### src/rtl/mfu_pkg.sv
// ---------------------------------------------------------------------------
// mfu_pkg : shared types, precision/sign-select codes and brick-count helper
// Revision: 1.0
// ---------------------------------------------------------------------------
`default_nettype none

package mfu_pkg;

    typedef enum logic [1:0] {
        ST_IDLE = 2'd0,
        ST_RUN  = 2'd1,
        ST_DONE = 2'd2
    } state_e;

    localparam logic [1:0] PREC2 = 2'b00;
    localparam logic [1:0] PREC4 = 2'b01;
    localparam logic [1:0] PREC8 = 2'b10;

    // Sign select is {a_brick_signed, b_brick_signed}
    localparam logic [1:0] SEL_UU = 2'b00;
    localparam logic [1:0] SEL_US = 2'b01;
    localparam logic [1:0] SEL_SU = 2'b10;
    localparam logic [1:0] SEL_SS = 2'b11;

    function automatic int brick_count(input logic [1:0] prec, input int dw);
        int p;
        p = 2 << prec;
        if (p > dw) begin
            p = dw;
        end
        return p / 2;
    endfunction

endpackage

`default_nettype wire

### src/rtl/mfu_bitbrick_mac_bb2x2_mul.sv
// ---------------------------------------------------------------------------
// bb2x2_mul : combinational 2x2 bit-brick multiplier with per-operand signedness
// Revision: 1.0
// ---------------------------------------------------------------------------
`default_nettype none

module bb2x2_mul (
    input  logic [1:0] a,
    input  logic [1:0] b,
    input  logic [1:0] sel,
    output logic [3:0] prod
);

    logic signed [3:0] a_ext;
    logic signed [3:0] b_ext;

    // Every signed/unsigned 2x2 product fits the low 4 bits exactly
    always_comb begin
        a_ext = $signed({{2{sel[1] & a[1]}}, a});
        b_ext = $signed({{2{sel[0] & b[1]}}, b});
        prod  = a_ext * b_ext;
    end

endmodule

`default_nettype wire

### src/rtl/mfu_bitbrick_mac.sv
// ---------------------------------------------------------------------------
// mfu_bitbrick_mac : sequential precision-scalable MAC, one 2x2 brick per clock
// Revision: 1.0
// ---------------------------------------------------------------------------
`default_nettype none

module mfu_bitbrick_mac
    import mfu_pkg::*;
#(
    parameter int DW = 8,
    parameter int AW = 24
) (
    input  logic          clk,
    input  logic          nrst,
    input  logic          in_valid,
    output logic          in_ready,
    input  logic [DW-1:0] a,
    input  logic [DW-1:0] b,
    input  logic          a_signed,
    input  logic          b_signed,
    input  logic [1:0]    prec,
    input  logic          acc_clr,
    output logic          out_valid,
    input  logic          out_ready,
    output logic [AW-1:0] result,
    output logic          busy
);

    localparam int NW = $clog2(DW / 2 + 1);

    state_e          state_q, state_d;
    logic [DW-1:0]   a_q, a_d, b_q, b_d;
    logic            a_sgn_q, a_sgn_d, b_sgn_q, b_sgn_d;
    logic [NW-1:0]   n_q, n_d, i_q, i_d, j_q, j_d;
    logic [AW-1:0]   acc_q, acc_d, result_q, result_d;
    logic            out_valid_q, out_valid_d;

    logic [NW-1:0]   n_last;
    logic [1:0]      a_brick, b_brick, sel;
    logic [3:0]      prod;
    logic [AW-1:0]   pp_ext, pp;
    logic [NW+1:0]   shamt;

    bb2x2_mul u_brick (
        .a    (a_brick),
        .b    (b_brick),
        .sel  (sel),
        .prod (prod)
    );

    // Only the top brick of a signed operand carries the sign
    always_comb begin
        n_last  = n_q - 1'b1;
        a_brick = a_q[{i_q, 1'b0} +: 2];
        b_brick = b_q[{j_q, 1'b0} +: 2];
        sel     = {a_sgn_q & (i_q == n_last), b_sgn_q & (j_q == n_last)};
        pp_ext  = (sel == SEL_UU) ? {{(AW-4){1'b0}}, prod} : {{(AW-4){prod[3]}}, prod};
        shamt   = ({2'b00, i_q} + {2'b00, j_q}) << 1;
        pp      = pp_ext << shamt;
    end

    always_comb begin
        state_d     = state_q;
        a_d         = a_q;
        b_d         = b_q;
        a_sgn_d     = a_sgn_q;
        b_sgn_d     = b_sgn_q;
        n_d         = n_q;
        i_d         = i_q;
        j_d         = j_q;
        acc_d       = acc_q;
        result_d    = result_q;
        out_valid_d = out_valid_q;
        case (state_q)
            ST_IDLE: begin
                if (in_valid) begin
                    a_d     = a;
                    b_d     = b;
                    a_sgn_d = a_signed;
                    b_sgn_d = b_signed;
                    n_d     = NW'(brick_count(prec, DW));
                    i_d     = '0;
                    j_d     = '0;
                    if (acc_clr) begin
                        acc_d = '0;
                    end
                    state_d = ST_RUN;
                end
            end
            ST_RUN: begin
                acc_d = acc_q + pp;
                if (j_q == n_last) begin
                    j_d = '0;
                    if (i_q == n_last) begin
                        state_d = ST_DONE;
                    end else begin
                        i_d = i_q + 1'b1;
                    end
                end else begin
                    j_d = j_q + 1'b1;
                end
            end
            ST_DONE: begin
                // First DONE cycle registers the final sum; the handshake follows
                if (!out_valid_q) begin
                    out_valid_d = 1'b1;
                    result_d    = acc_q;
                end else if (out_ready) begin
                    out_valid_d = 1'b0;
                    state_d     = ST_IDLE;
                end
            end
            default: begin
                state_d = ST_IDLE;
            end
        endcase
    end

    always_ff @(posedge clk or negedge nrst) begin
        if (!nrst) begin
            state_q     <= ST_IDLE;
            a_q         <= '0;
            b_q         <= '0;
            a_sgn_q     <= 1'b0;
            b_sgn_q     <= 1'b0;
            n_q         <= '0;
            i_q         <= '0;
            j_q         <= '0;
            acc_q       <= '0;
            result_q    <= '0;
            out_valid_q <= 1'b0;
        end else begin
            state_q     <= state_d;
            a_q         <= a_d;
            b_q         <= b_d;
            a_sgn_q     <= a_sgn_d;
            b_sgn_q     <= b_sgn_d;
            n_q         <= n_d;
            i_q         <= i_d;
            j_q         <= j_d;
            acc_q       <= acc_d;
            result_q    <= result_d;
            out_valid_q <= out_valid_d;
        end
    end

    assign in_ready  = (state_q == ST_IDLE);
    assign busy      = (state_q != ST_IDLE);
    assign out_valid = out_valid_q;
    assign result    = result_q;

endmodule

`default_nettype wire

### config.mk
export PLATFORM = sky130hd
export DESIGN_NAME = mfu_bitbrick_mac
export DESIGN_NICKNAME = d
export VERILOG_FILES = /design/src/rtl/mfu_pkg.sv /design/src/rtl/mfu_bitbrick_mac_bb2x2_mul.sv /design/src/rtl/mfu_bitbrick_mac.sv
export SDC_FILE = /design/constraint.sdc
export NUM_CORES = 1
export LEC_CHECK = 0
export BUFFER_PORTS_ARGS = -buffer_cell sky130_fd_sc_hd__clkbuf_2
export CAP_MARGIN = 15
export CELL_PAD_IN_SITES_DETAIL_PLACEMENT = 0
export CELL_PAD_IN_SITES_GLOBAL_PLACEMENT = 2
export CORE_MARGIN = 5
export CORE_UTILIZATION = 40
export DETAILED_ROUTE_END_ITERATION = 8
export PLACE_DENSITY = 0.88
export SLEW_MARGIN = 30
export SYNTH_ARGS = -nofsm -noshare
export SYNTH_HDL_FRONTEND = slang
export SYNTH_HIERARCHICAL = 1
export SYNTH_SLANG_ARGS = --single-unit
### constraint.sdc
create_clock -name clk -period 11.64 [get_ports clk]
set_clock_uncertainty 0.15 [all_clocks]
set_input_delay 1.164 -clock clk [delete_from_list [all_inputs] [get_ports clk]]
set_output_delay 1.164 -clock clk [all_outputs]
set_load 0.05 [all_outputs]
==> impl_metrics.prom, run 1 <==
# TYPE chip_impl_metric gauge
chip_impl_info{name="synth_top_family_by_area",value="compound AO/OA/AOI/OAI gates"} 1
chip_impl_info{name="cts_root_buf",value="sky130_fd_sc_hd__clkbuf_16"} 1
chip_impl_metric{name="clock_h_tree_levels",unit=""} 3
chip_impl_info{name="worst-setup-path-type",value="reg -> reg"} 1
chip_impl_metric{name="initial_utilization",unit=""} 0.411
chip_impl_metric{name="postSynthNetCount",unit=""} 593
chip_impl_metric{name="achievable-frequency",unit="MHz"} 156
chip_impl_metric{name="grt_start_max_net_pins",unit=""} 79
chip_impl_metric{name="dr_total_vias",unit=""} 3918
chip_impl_metric{name="setup-violations-final",unit=""} 0
chip_impl_metric{name="syn_inst",unit=""} 534
chip_impl_metric{name="total_power",unit="W"} 0.00196
chip_impl_metric{name="static-leakage-power",unit="nW"} 2.75
chip_impl_metric{name="final.min_clock_period",unit="ps"} 6400
chip_impl_metric{name="tns",unit="ps"} 0
chip_impl_info{name="outcome",value="finished clean"} 1
chip_impl_metric{name="areaGrowthSynthToFinish",unit="%"} 14.1
chip_impl_info{name="final_cell_mix",value="sky130_fd_sc_hd__nand2_1 (108), sky130_fd_sc_hd__dfrtp_1 (78), sky130_fd_sc_hd__clkbuf_2 (50), sky130_fd_sc_hd__a21oi_1 (36), sky130_fd_sc_hd__o21ai_0 (31)"} 1
chip_impl_metric{name="die_y",unit="um"} 122
chip_impl_metric{name="drc_errors",unit=""} 0
chip_impl_info{name="layout_commonest_cell",value="sky130_fd_sc_hd__nand2_1"} 1
chip_impl_metric{name="postCtsSetupBuffers",unit=""} 0
chip_impl_metric{name="timing.final.crit_share",unit=""} 0.550
chip_impl_metric{name="cap_viol_max_count",unit=""} 0
chip_impl_metric{name="route.antenna.remaining_nets",unit=""} 0
chip_impl_info{name="cts_tree",value="yes"} 1
chip_impl_metric{name="power.share.sequential",unit=""} 0.252
chip_impl_metric{name="cts.hold.buffers_added",unit=""} 0
chip_impl_metric{name="wire_per_inst",unit="um"} 15.4
chip_impl_info{name="rsz0062_at_grt",value="no"} 1
chip_impl_metric{name="final-max-slew-violation-count",unit=""} 0
chip_impl_metric{name="post_synth_mux_area_share",unit=""} 0.0868
chip_impl_metric{name="cts_repair_resize_count",unit=""} 0
chip_impl_metric{name="yosys.area_share.xor_xnor",unit=""} 0.0550
chip_impl_metric{name="design.core.area",unit="um2"} 12200
chip_impl_metric{name="hold_ws",unit="ps"} 326
chip_impl_metric{name="p_int",unit="W"} 0.00104
chip_impl_metric{name="ctsLongestPathBuffers",unit=""} 2
chip_impl_metric{name="port_buffers",unit=""} 51
chip_impl_metric{name="clk_pin_slew",unit="ps"} 60
chip_impl_metric{name="dpl.hpwl",unit="mm"} 8.52
chip_impl_metric{name="finalWeightedCongestion",unit=""} 0.857
chip_impl_metric{name="die-area",unit="um2"} 14800
chip_impl_metric{name="diodes",unit=""} 0
chip_impl_metric{name="floorplan.io_pins",unit=""} 52
chip_impl_metric{name="synthDistinctLibCells",unit=""} 53
chip_impl_metric{name="worst_slew_pin_slew",unit="ps"} 873
chip_impl_metric{name="synth_enable_flop_cells",unit=""} 0
chip_impl_metric{name="arrival",unit="ps"} 6490
chip_impl_metric{name="power.density_cell_area",unit="nW/um2"} 344
chip_impl_metric{name="grt_overflow_total",unit=""} 0
chip_impl_metric{name="number_of_antenna_violations_at_the_first_check_in_global_routing",unit=""} 0
chip_impl_metric{name="syn-mean-instance-area",unit="um2"} 9.37
chip_impl_metric{name="cts_made_buffers",unit=""} 9
chip_impl_metric{name="synth.yosys.seq_area_share",unit=""} 0.390
chip_impl_metric{name="routed_wl",unit="mm"} 11.5
chip_impl_metric{name="post_route_cells_drive_above_1_share",unit=""} 0.186
chip_impl_metric{name="yosys_warnings",unit=""} 6
chip_impl_metric{name="clkLatencyLatePin",unit="ps"} 350
chip_impl_metric{name="first_global_vias",unit=""} 3910
chip_impl_info{name="worstHoldPathType",value="reg -> reg"} 1
chip_impl_metric{name="global_route_wire_length_before_repair",unit="mm"} 19.9
chip_impl_metric{name="drt_pre_antenna_iters",unit=""} 4
chip_impl_info{name="crit_path_end_kind",value="register"} 1
chip_impl_metric{name="synthesized_area_fraction_occupied_by_and_or_nand_nor_cells",unit=""} 0.174
chip_impl_metric{name="floorplan.rows",unit=""} 40
chip_impl_metric{name="final_net_count",unit=""} 637
chip_impl_metric{name="clock_power_share",unit=""} 0.138
chip_impl_metric{name="vdd_drop_max",unit="V"} 0.000250
chip_impl_metric{name="slew_headroom",unit=""} 0.418
chip_impl_metric{name="netSwitchingFraction",unit=""} 0.472
chip_impl_metric{name="synth-compound-area-share",unit=""} 0.181
chip_impl_metric{name="hold_violations",unit=""} 0
chip_impl_metric{name="die_x",unit="um"} 122
chip_impl_metric{name="cp_data_required_time",unit="ps"} 11730
chip_impl_metric{name="synthAdderAreaFrac",unit=""} 0.0910
chip_impl_metric{name="path_max_fanout",unit=""} 8
chip_impl_metric{name="syn-cell-area",unit="um2"} 5000
chip_impl_metric{name="total_switching_power",unit="W"} 0.000925
chip_impl_metric{name="postSynth.asyncResetShare",unit=""} 1.00
chip_impl_metric{name="detail_route.vias_per_cell",unit=""} 5.22
chip_impl_info{name="timing.critical_path.from_type",value="register"} 1
chip_impl_metric{name="tritoncts_num_sinks",unit=""} 78
chip_impl_metric{name="yosys_register_bits",unit=""} 78
chip_impl_metric{name="drt-initial-drc-count",unit=""} 138
chip_impl_metric{name="grt.total_usage",unit=""} 0.170
chip_impl_info{name="ys.flop_type",value="sky130_fd_sc_hd__dfrtp_1"} 1
chip_impl_metric{name="comb_power_share",unit=""} 0.610
-- cell families (layout without fill, tap and decap cells) --
family	Yosys count	count (layout)
muxes	35	35
DFF	78	78
AOI/OAI and AO/OA	141	141
xor gates and xnor gates	28	28
adders and majority gates	34	34
and+or+nand+nor	189	189
buffers and inverters	29	77
-- path summary, 6_finish.rpt --
check	from	endpoint	slack [ps]	cells past startpoint
worst min-delay path	a_q[1]	a_q[1]	330	2
worst max-delay path	n_q[0]	acc_q[21]	5240	25
max in group asynchronous	nrst	acc_q[12]	10160	1
worst min register to register	a_q[1]	a_q[1]	330	2
min in group asynchronous	nrst	result[22]	700	1
worst max register to register	n_q[0]	acc_q[21]	5240	25
-- Yosys cell counts, drive strengths merged, types with 7 or more instances --
| cell | number | area (um2) |
|---|---|---|
| xnor2 | 13 | 114 |
| clkbuf | 20 | 75.1 |
| o21ai | 43 | 215 |
| nor3 | 12 | 87.6 |
| nand2 | 109 | 417 |
| dfrtp | 78 | 1950 |
| ha | 30 | 375 |
| xor2 | 13 | 114 |
| inv | 8 | 30.0 |
| a21oi | 36 | 180 |
| nor2b | 9 | 56.3 |
| nand3 | 9 | 45.0 |
| nor2 | 22 | 82.6 |
| a22o | 9 | 87.6 |
| and2 | 7 | 45.1 |
| a21o | 16 | 120 |
| mux2 | 27 | 304 |
-- final cells by class --
type,count,area [um2]
Inverter,8,30.0
Tap cell,168,210
Sequential cell,78,1950
Timing Repair Buffer,54,284
Multi-Input combinational cell,427,2950
Fill cell,1164,6450
Clock buffer,15,288
-- stage by stage --
| stage | utilization | cell area (um2) | setup slack [ps] | instances |
|---|---|---|---|---|
| 2_1_floorplan | - | 5000 | 5980 | 534 |
| 3_3_place_gp | 0.445 | 5420 | 5450 | 735 |
| 3_5_place_dp | 0.446 | 5420 | 5310 | 735 |
| 4_1_cts | 0.469 | 5710 | 5280 | 750 |
| 5_1_grt | 0.469 | 5710 | 4780 | 750 |
| 6_report | 0.469 | 5710 | 5240 | 750 |
-- critical path, cell delays in order, from the launching register on --
cell and delay [ps]:
sky130_fd_sc_hd__dfrtp_1 400, sky130_fd_sc_hd__inv_1 80, sky130_fd_sc_hd__ha_1 340, sky130_fd_sc_hd__xnor2_1 200, sky130_fd_sc_hd__nor3_4 320, sky130_fd_sc_hd__and2_1 170, sky130_fd_sc_hd__nand2_1 80, sky130_fd_sc_hd__inv_1 120
sky130_fd_sc_hd__nand2b_1 90, sky130_fd_sc_hd__fa_1 540, sky130_fd_sc_hd__inv_1 60, sky130_fd_sc_hd__fa_1 400, sky130_fd_sc_hd__xor2_1 180, sky130_fd_sc_hd__xnor2_1 390, sky130_fd_sc_hd__and2_1 300, sky130_fd_sc_hd__nand2_1 160
sky130_fd_sc_hd__o31a_1 160, sky130_fd_sc_hd__o21ai_1 140, sky130_fd_sc_hd__ha_1 330, sky130_fd_sc_hd__and3_1 240, sky130_fd_sc_hd__o21a_1 190, sky130_fd_sc_hd__o2111ai_1 240, sky130_fd_sc_hd__a211oi_1 90, sky130_fd_sc_hd__o31a_1 340
sky130_fd_sc_hd__or3_1 320, sky130_fd_sc_hd__a32o_1 260
-- metal layers --
layer / vias to the layer above / share of wire / GRT usage
li1: 1993 / - / -
met1: 1838 / 0.47 / 0.227
met2: 72 / 0.47 / 0.268
met3: 15 / 0.045 / 0.0436
met4: 0 / 0.018 / 0.0609
met5: - / 0 / 0
-- power by group through the flow --
stage	Combinational (W)	Clock [W]	Sequential, W
floorplan	0.000916	0	0.000524
global placement	0.00118	0	0.000498
detailed placement	0.00120	0	0.000502
CTS	0.00120	0.000282	0.000497
global route	0.00134	0.000292	0.000515
finish	0.00120	0.000271	0.000495
-- registers in the layout (all words and copies together) (netlist names) --
name and cells:
a_q 8, a_sgn_q 1, acc_q 24, b_q 8, b_sgn_q 1, i_q 3
j_q 3, n_q 3, out_valid 1, result 24, state_q 2
Note: power is estimated with default switching activity, not from simulation.
==> run 2: changes to the inputs <==
--- a/config.mk
+++ b/config.mk
@@ -10,9 +10,9 @@
 export CELL_PAD_IN_SITES_DETAIL_PLACEMENT = 0
 export CELL_PAD_IN_SITES_GLOBAL_PLACEMENT = 2
 export CORE_MARGIN = 5
-export CORE_UTILIZATION = 40
+export CORE_UTILIZATION = 34
 export DETAILED_ROUTE_END_ITERATION = 8
-export PLACE_DENSITY = 0.88
+export PLACE_DENSITY = 0.8
 export SLEW_MARGIN = 30
 export SYNTH_ARGS = -nofsm -noshare
 export SYNTH_HDL_FRONTEND = slang
==> constraint.sdc (replaced) <==
create_clock -name clk -period 5.7 [get_ports clk]
set_clock_uncertainty 0.15 [all_clocks]
set_input_delay 0.57 -clock clk [delete_from_list [all_inputs] [get_ports clk]]
set_output_delay 0.57 -clock clk [all_outputs]
set_load 0.05 [all_outputs]
==> run 2 against run 1 <==
Effect of this change: setup slack worse by 5200 ps; non-clock buffer count rose by 55; utilization down 2.0 points; highest routed layer unchanged; register-to-register slack got worse by 5200 ps; hold slack lost 220 ps; die area up 16%; first-iteration DRC count grew 44%; routed wire length rose by 10%; global-route usage is 2.1 points lower.
==> impl_metrics.prom, run 2 (synthesis results as in run 1) <==
# TYPE chip_impl_metric gauge
chip_impl_info{name="outcome",value="finished clean"} 1
chip_impl_metric{name="route.antenna.remaining_nets",unit=""} 0
chip_impl_metric{name="fillers",unit=""} 1413
chip_impl_metric{name="final-max-slew-violation-count",unit=""} 0
chip_impl_metric{name="cap_viol_max_count",unit=""} 0
chip_impl_metric{name="final.min_clock_period",unit="ps"} 5630
chip_impl_metric{name="grt_start_max_net_pins",unit=""} 79
chip_impl_info{name="timing.critical_path.slowest_stage_cell",value="sky130_fd_sc_hd__fa_1"} 1
chip_impl_metric{name="port_buffers",unit=""} 51
chip_impl_metric{name="setup-violations-final",unit=""} 0
chip_impl_metric{name="grt_use_met3",unit=""} 0.0386
chip_impl_metric{name="clk_pin_slew",unit="ps"} 60
chip_impl_info{name="worst-setup-path-type",value="reg -> reg"} 1
chip_impl_metric{name="ff2ff_path_depth",unit=""} 27
chip_impl_metric{name="worst_slew_pin_slew",unit="ps"} 937
chip_impl_metric{name="grt.total_usage",unit=""} 0.149
chip_impl_metric{name="place_ws",unit="ps"} -169
chip_impl_metric{name="design.core.area",unit="um2"} 14500
chip_impl_metric{name="drc_errors",unit=""} 0
chip_impl_metric{name="die_y",unit="um"} 131
chip_impl_metric{name="cp_data_required_time",unit="ps"} 5780
chip_impl_metric{name="drt_pre_antenna_iters",unit=""} 5
chip_impl_metric{name="dr_total_vias",unit=""} 4193
chip_impl_metric{name="slew_headroom",unit=""} 0.371
chip_impl_info{name="final_cell_mix",value="sky130_fd_sc_hd__nand2_1 (103), sky130_fd_sc_hd__dfrtp_1 (78), sky130_fd_sc_hd__buf_4 (58), sky130_fd_sc_hd__clkbuf_2 (50)"} 1
chip_impl_info{name="layout_commonest_cell",value="sky130_fd_sc_hd__nand2_1"} 1
chip_impl_metric{name="areaGrowthSynthToFinish",unit="%"} 30.0
chip_impl_metric{name="clkLatencyLatePin",unit="ps"} 340
chip_impl_metric{name="timing.final.crit_share",unit=""} 0.988
chip_impl_metric{name="floorplan.io_pins",unit=""} 52
chip_impl_info{name="crit_path_end_kind",value="register"} 1
chip_impl_metric{name="post_route_cells_drive_above_1_share",unit=""} 0.347
chip_impl_metric{name="cts.hold.buffers_added",unit=""} 0
chip_impl_info{name="worst_r2r_endpoint",value="acc_q[21]"} 1
chip_impl_metric{name="global_route_wire_length_before_repair",unit="mm"} 21.3
chip_impl_metric{name="area.sequential",unit="um2"} 1950
chip_impl_metric{name="grt_overflow_total",unit=""} 0
chip_impl_metric{name="arrival",unit="ps"} 5720
chip_impl_metric{name="dpl.hpwl",unit="mm"} 9.34
chip_impl_info{name="cts_tree",value="yes"} 1
chip_impl_info{name="cts_root_buf",value="sky130_fd_sc_hd__clkbuf_16"} 1
chip_impl_metric{name="met2_usage",unit=""} 0.244
chip_impl_info{name="reg2reg_from",value="n_q[0]"} 1
chip_impl_metric{name="die_x",unit="um"} 131
chip_impl_metric{name="first_global_vias",unit=""} 4311
chip_impl_metric{name="path_max_fanout",unit=""} 5
chip_impl_metric{name="achievable-frequency",unit="MHz"} 178
chip_impl_metric{name="final_net_count",unit=""} 692
chip_impl_metric{name="hold_violations",unit=""} 0
chip_impl_metric{name="floorplan.rows",unit=""} 44
chip_impl_metric{name="cts_made_buffers",unit=""} 9
chip_impl_info{name="worstHoldPathType",value="in -> async"} 1
chip_impl_metric{name="die-area",unit="um2"} 17200
chip_impl_metric{name="clock_h_tree_levels",unit=""} 3
chip_impl_metric{name="initial_utilization",unit=""} 0.346
chip_impl_metric{name="number_of_antenna_violations_at_the_first_check_in_global_routing",unit=""} 0
chip_impl_metric{name="diodes",unit=""} 0
chip_impl_metric{name="buffers_inverters_on_critical_path",unit=""} 5
chip_impl_metric{name="drt-initial-drc-count",unit=""} 199
chip_impl_metric{name="post_route_worst_setup_slack",unit="ps"} 67.1
chip_impl_info{name="rsz0062_at_grt",value="yes"} 1
chip_impl_metric{name="met1_usage",unit=""} 0.192
chip_impl_info{name="grt_busiest_layer",value="met2"} 1
chip_impl_metric{name="finalWeightedCongestion",unit=""} 0.863
chip_impl_metric{name="routed_wl",unit="mm"} 12.7
chip_impl_info{name="critical_path.top_delay_family",value="compound AO/OA/AOI/OAI gates"} 1
chip_impl_info{name="timing.critical_path.from_type",value="register"} 1
chip_impl_metric{name="multi_input_area",unit="um2"} 3270
chip_impl_metric{name="wire_per_inst",unit="um"} 15.5
chip_impl_metric{name="ctsLongestPathBuffers",unit=""} 2
chip_impl_metric{name="detail_route.vias_per_cell",unit=""} 5.11
chip_impl_metric{name="tritoncts_num_sinks",unit=""} 78
chip_impl_metric{name="critical_path.max_stage_delay",unit="ps"} 490
chip_impl_metric{name="ff2ff_setup_slack",unit="ps"} 70
run 2: cell count changes in the layout (fill, tap and decap cells not counted), sizes merged:
cell	change
clkinvlp	+1
clkbuf	-3
buf	+55
bufinv	+2
run 2: cell type report:
cell class | count | area share
Timing Repair Buffer | 109 | 0.107
Multi-Input combinational cell | 427 | 0.502
Clock inverter | 3 | 0.0104
Inverter | 8 | 0.00500
Sequential cell | 78 | 0.300
Clock buffer | 12 | 0.0394
Tap cell | 184 | 0.0354
run 2: worst max-delay path by stage:
stage / start / to / slack, ps / cells past startpoint
final: n_q[0] / acc_q[21] / 70 / 27
after global routing: n_q[0] / acc_q[21] / -170 / 26
after CTS: n_q[0] / acc_q[21] / 30 / 27
after detailed placement: n_q[0] / acc_q[21] / -170 / 27
after global placement: n_q[0] / acc_q[21] / -60 / 27
after floorplan: n_q[0] / acc_q[21] / 40 / 25
run 2: worst reg2reg max path: stages, from the launching register on:
cell	delay, ps
sky130_fd_sc_hd__dfrtp_1	350
sky130_fd_sc_hd__inv_2	60
sky130_fd_sc_hd__ha_4	160
sky130_fd_sc_hd__xor3_2	410
sky130_fd_sc_hd__nor3_4	190
sky130_fd_sc_hd__and2_4	170
sky130_fd_sc_hd__nand2_4	60
sky130_fd_sc_hd__inv_4	80
sky130_fd_sc_hd__nand2b_4	50
sky130_fd_sc_hd__fa_1	490
sky130_fd_sc_hd__inv_2	40
sky130_fd_sc_hd__fa_2	380
sky130_fd_sc_hd__xor2_1	180
sky130_fd_sc_hd__xnor2_1	140
sky130_fd_sc_hd__buf_4	180
sky130_fd_sc_hd__nand2_4	60
sky130_fd_sc_hd__buf_4	120
sky130_fd_sc_hd__nand2_1	60
sky130_fd_sc_hd__nand2_2	80
sky130_fd_sc_hd__a31oi_4	240
sky130_fd_sc_hd__ha_4	240
sky130_fd_sc_hd__and3_4	180
sky130_fd_sc_hd__o21a_1	210
sky130_fd_sc_hd__o2111ai_2	230
sky130_fd_sc_hd__a211oi_2	60
sky130_fd_sc_hd__o31a_1	330
sky130_fd_sc_hd__or3_1	380
sky130_fd_sc_hd__a32o_1	250
run 2: timing repair:
action                     CTS  global route
pin swaps                   10            36
gates resized for setup     15            63
setup endpoints to repair    8            13
setup buffers                2             8
run 2: metrics by stage:
step,hold WS (ps),std cells,instance area [um2],TNS [ps],utilization
global placement,306,796,5780,-95.1,0.399
CTS,150,813,6170,0,0.426
detailed placement,311,796,5780,-404,0.399
global route,182,821,6500,-486,0.449
floorplan,124,534,5000,0,-
finish,110,821,6500,0,0.449
run 2: routing by layer:
layer | vias to the layer above | wire length [um]
met5 | - | 0
met4 | 0 | 207
met3 | 14 | 464
met2 | 79 | 6240
met1 | 2001 | 5830
li1 | 2099 | -
Power of run 2 is left out: the tool's default activity adds up to more than one toggle a clock period on the data nets, which glitch-free logic cannot reach.
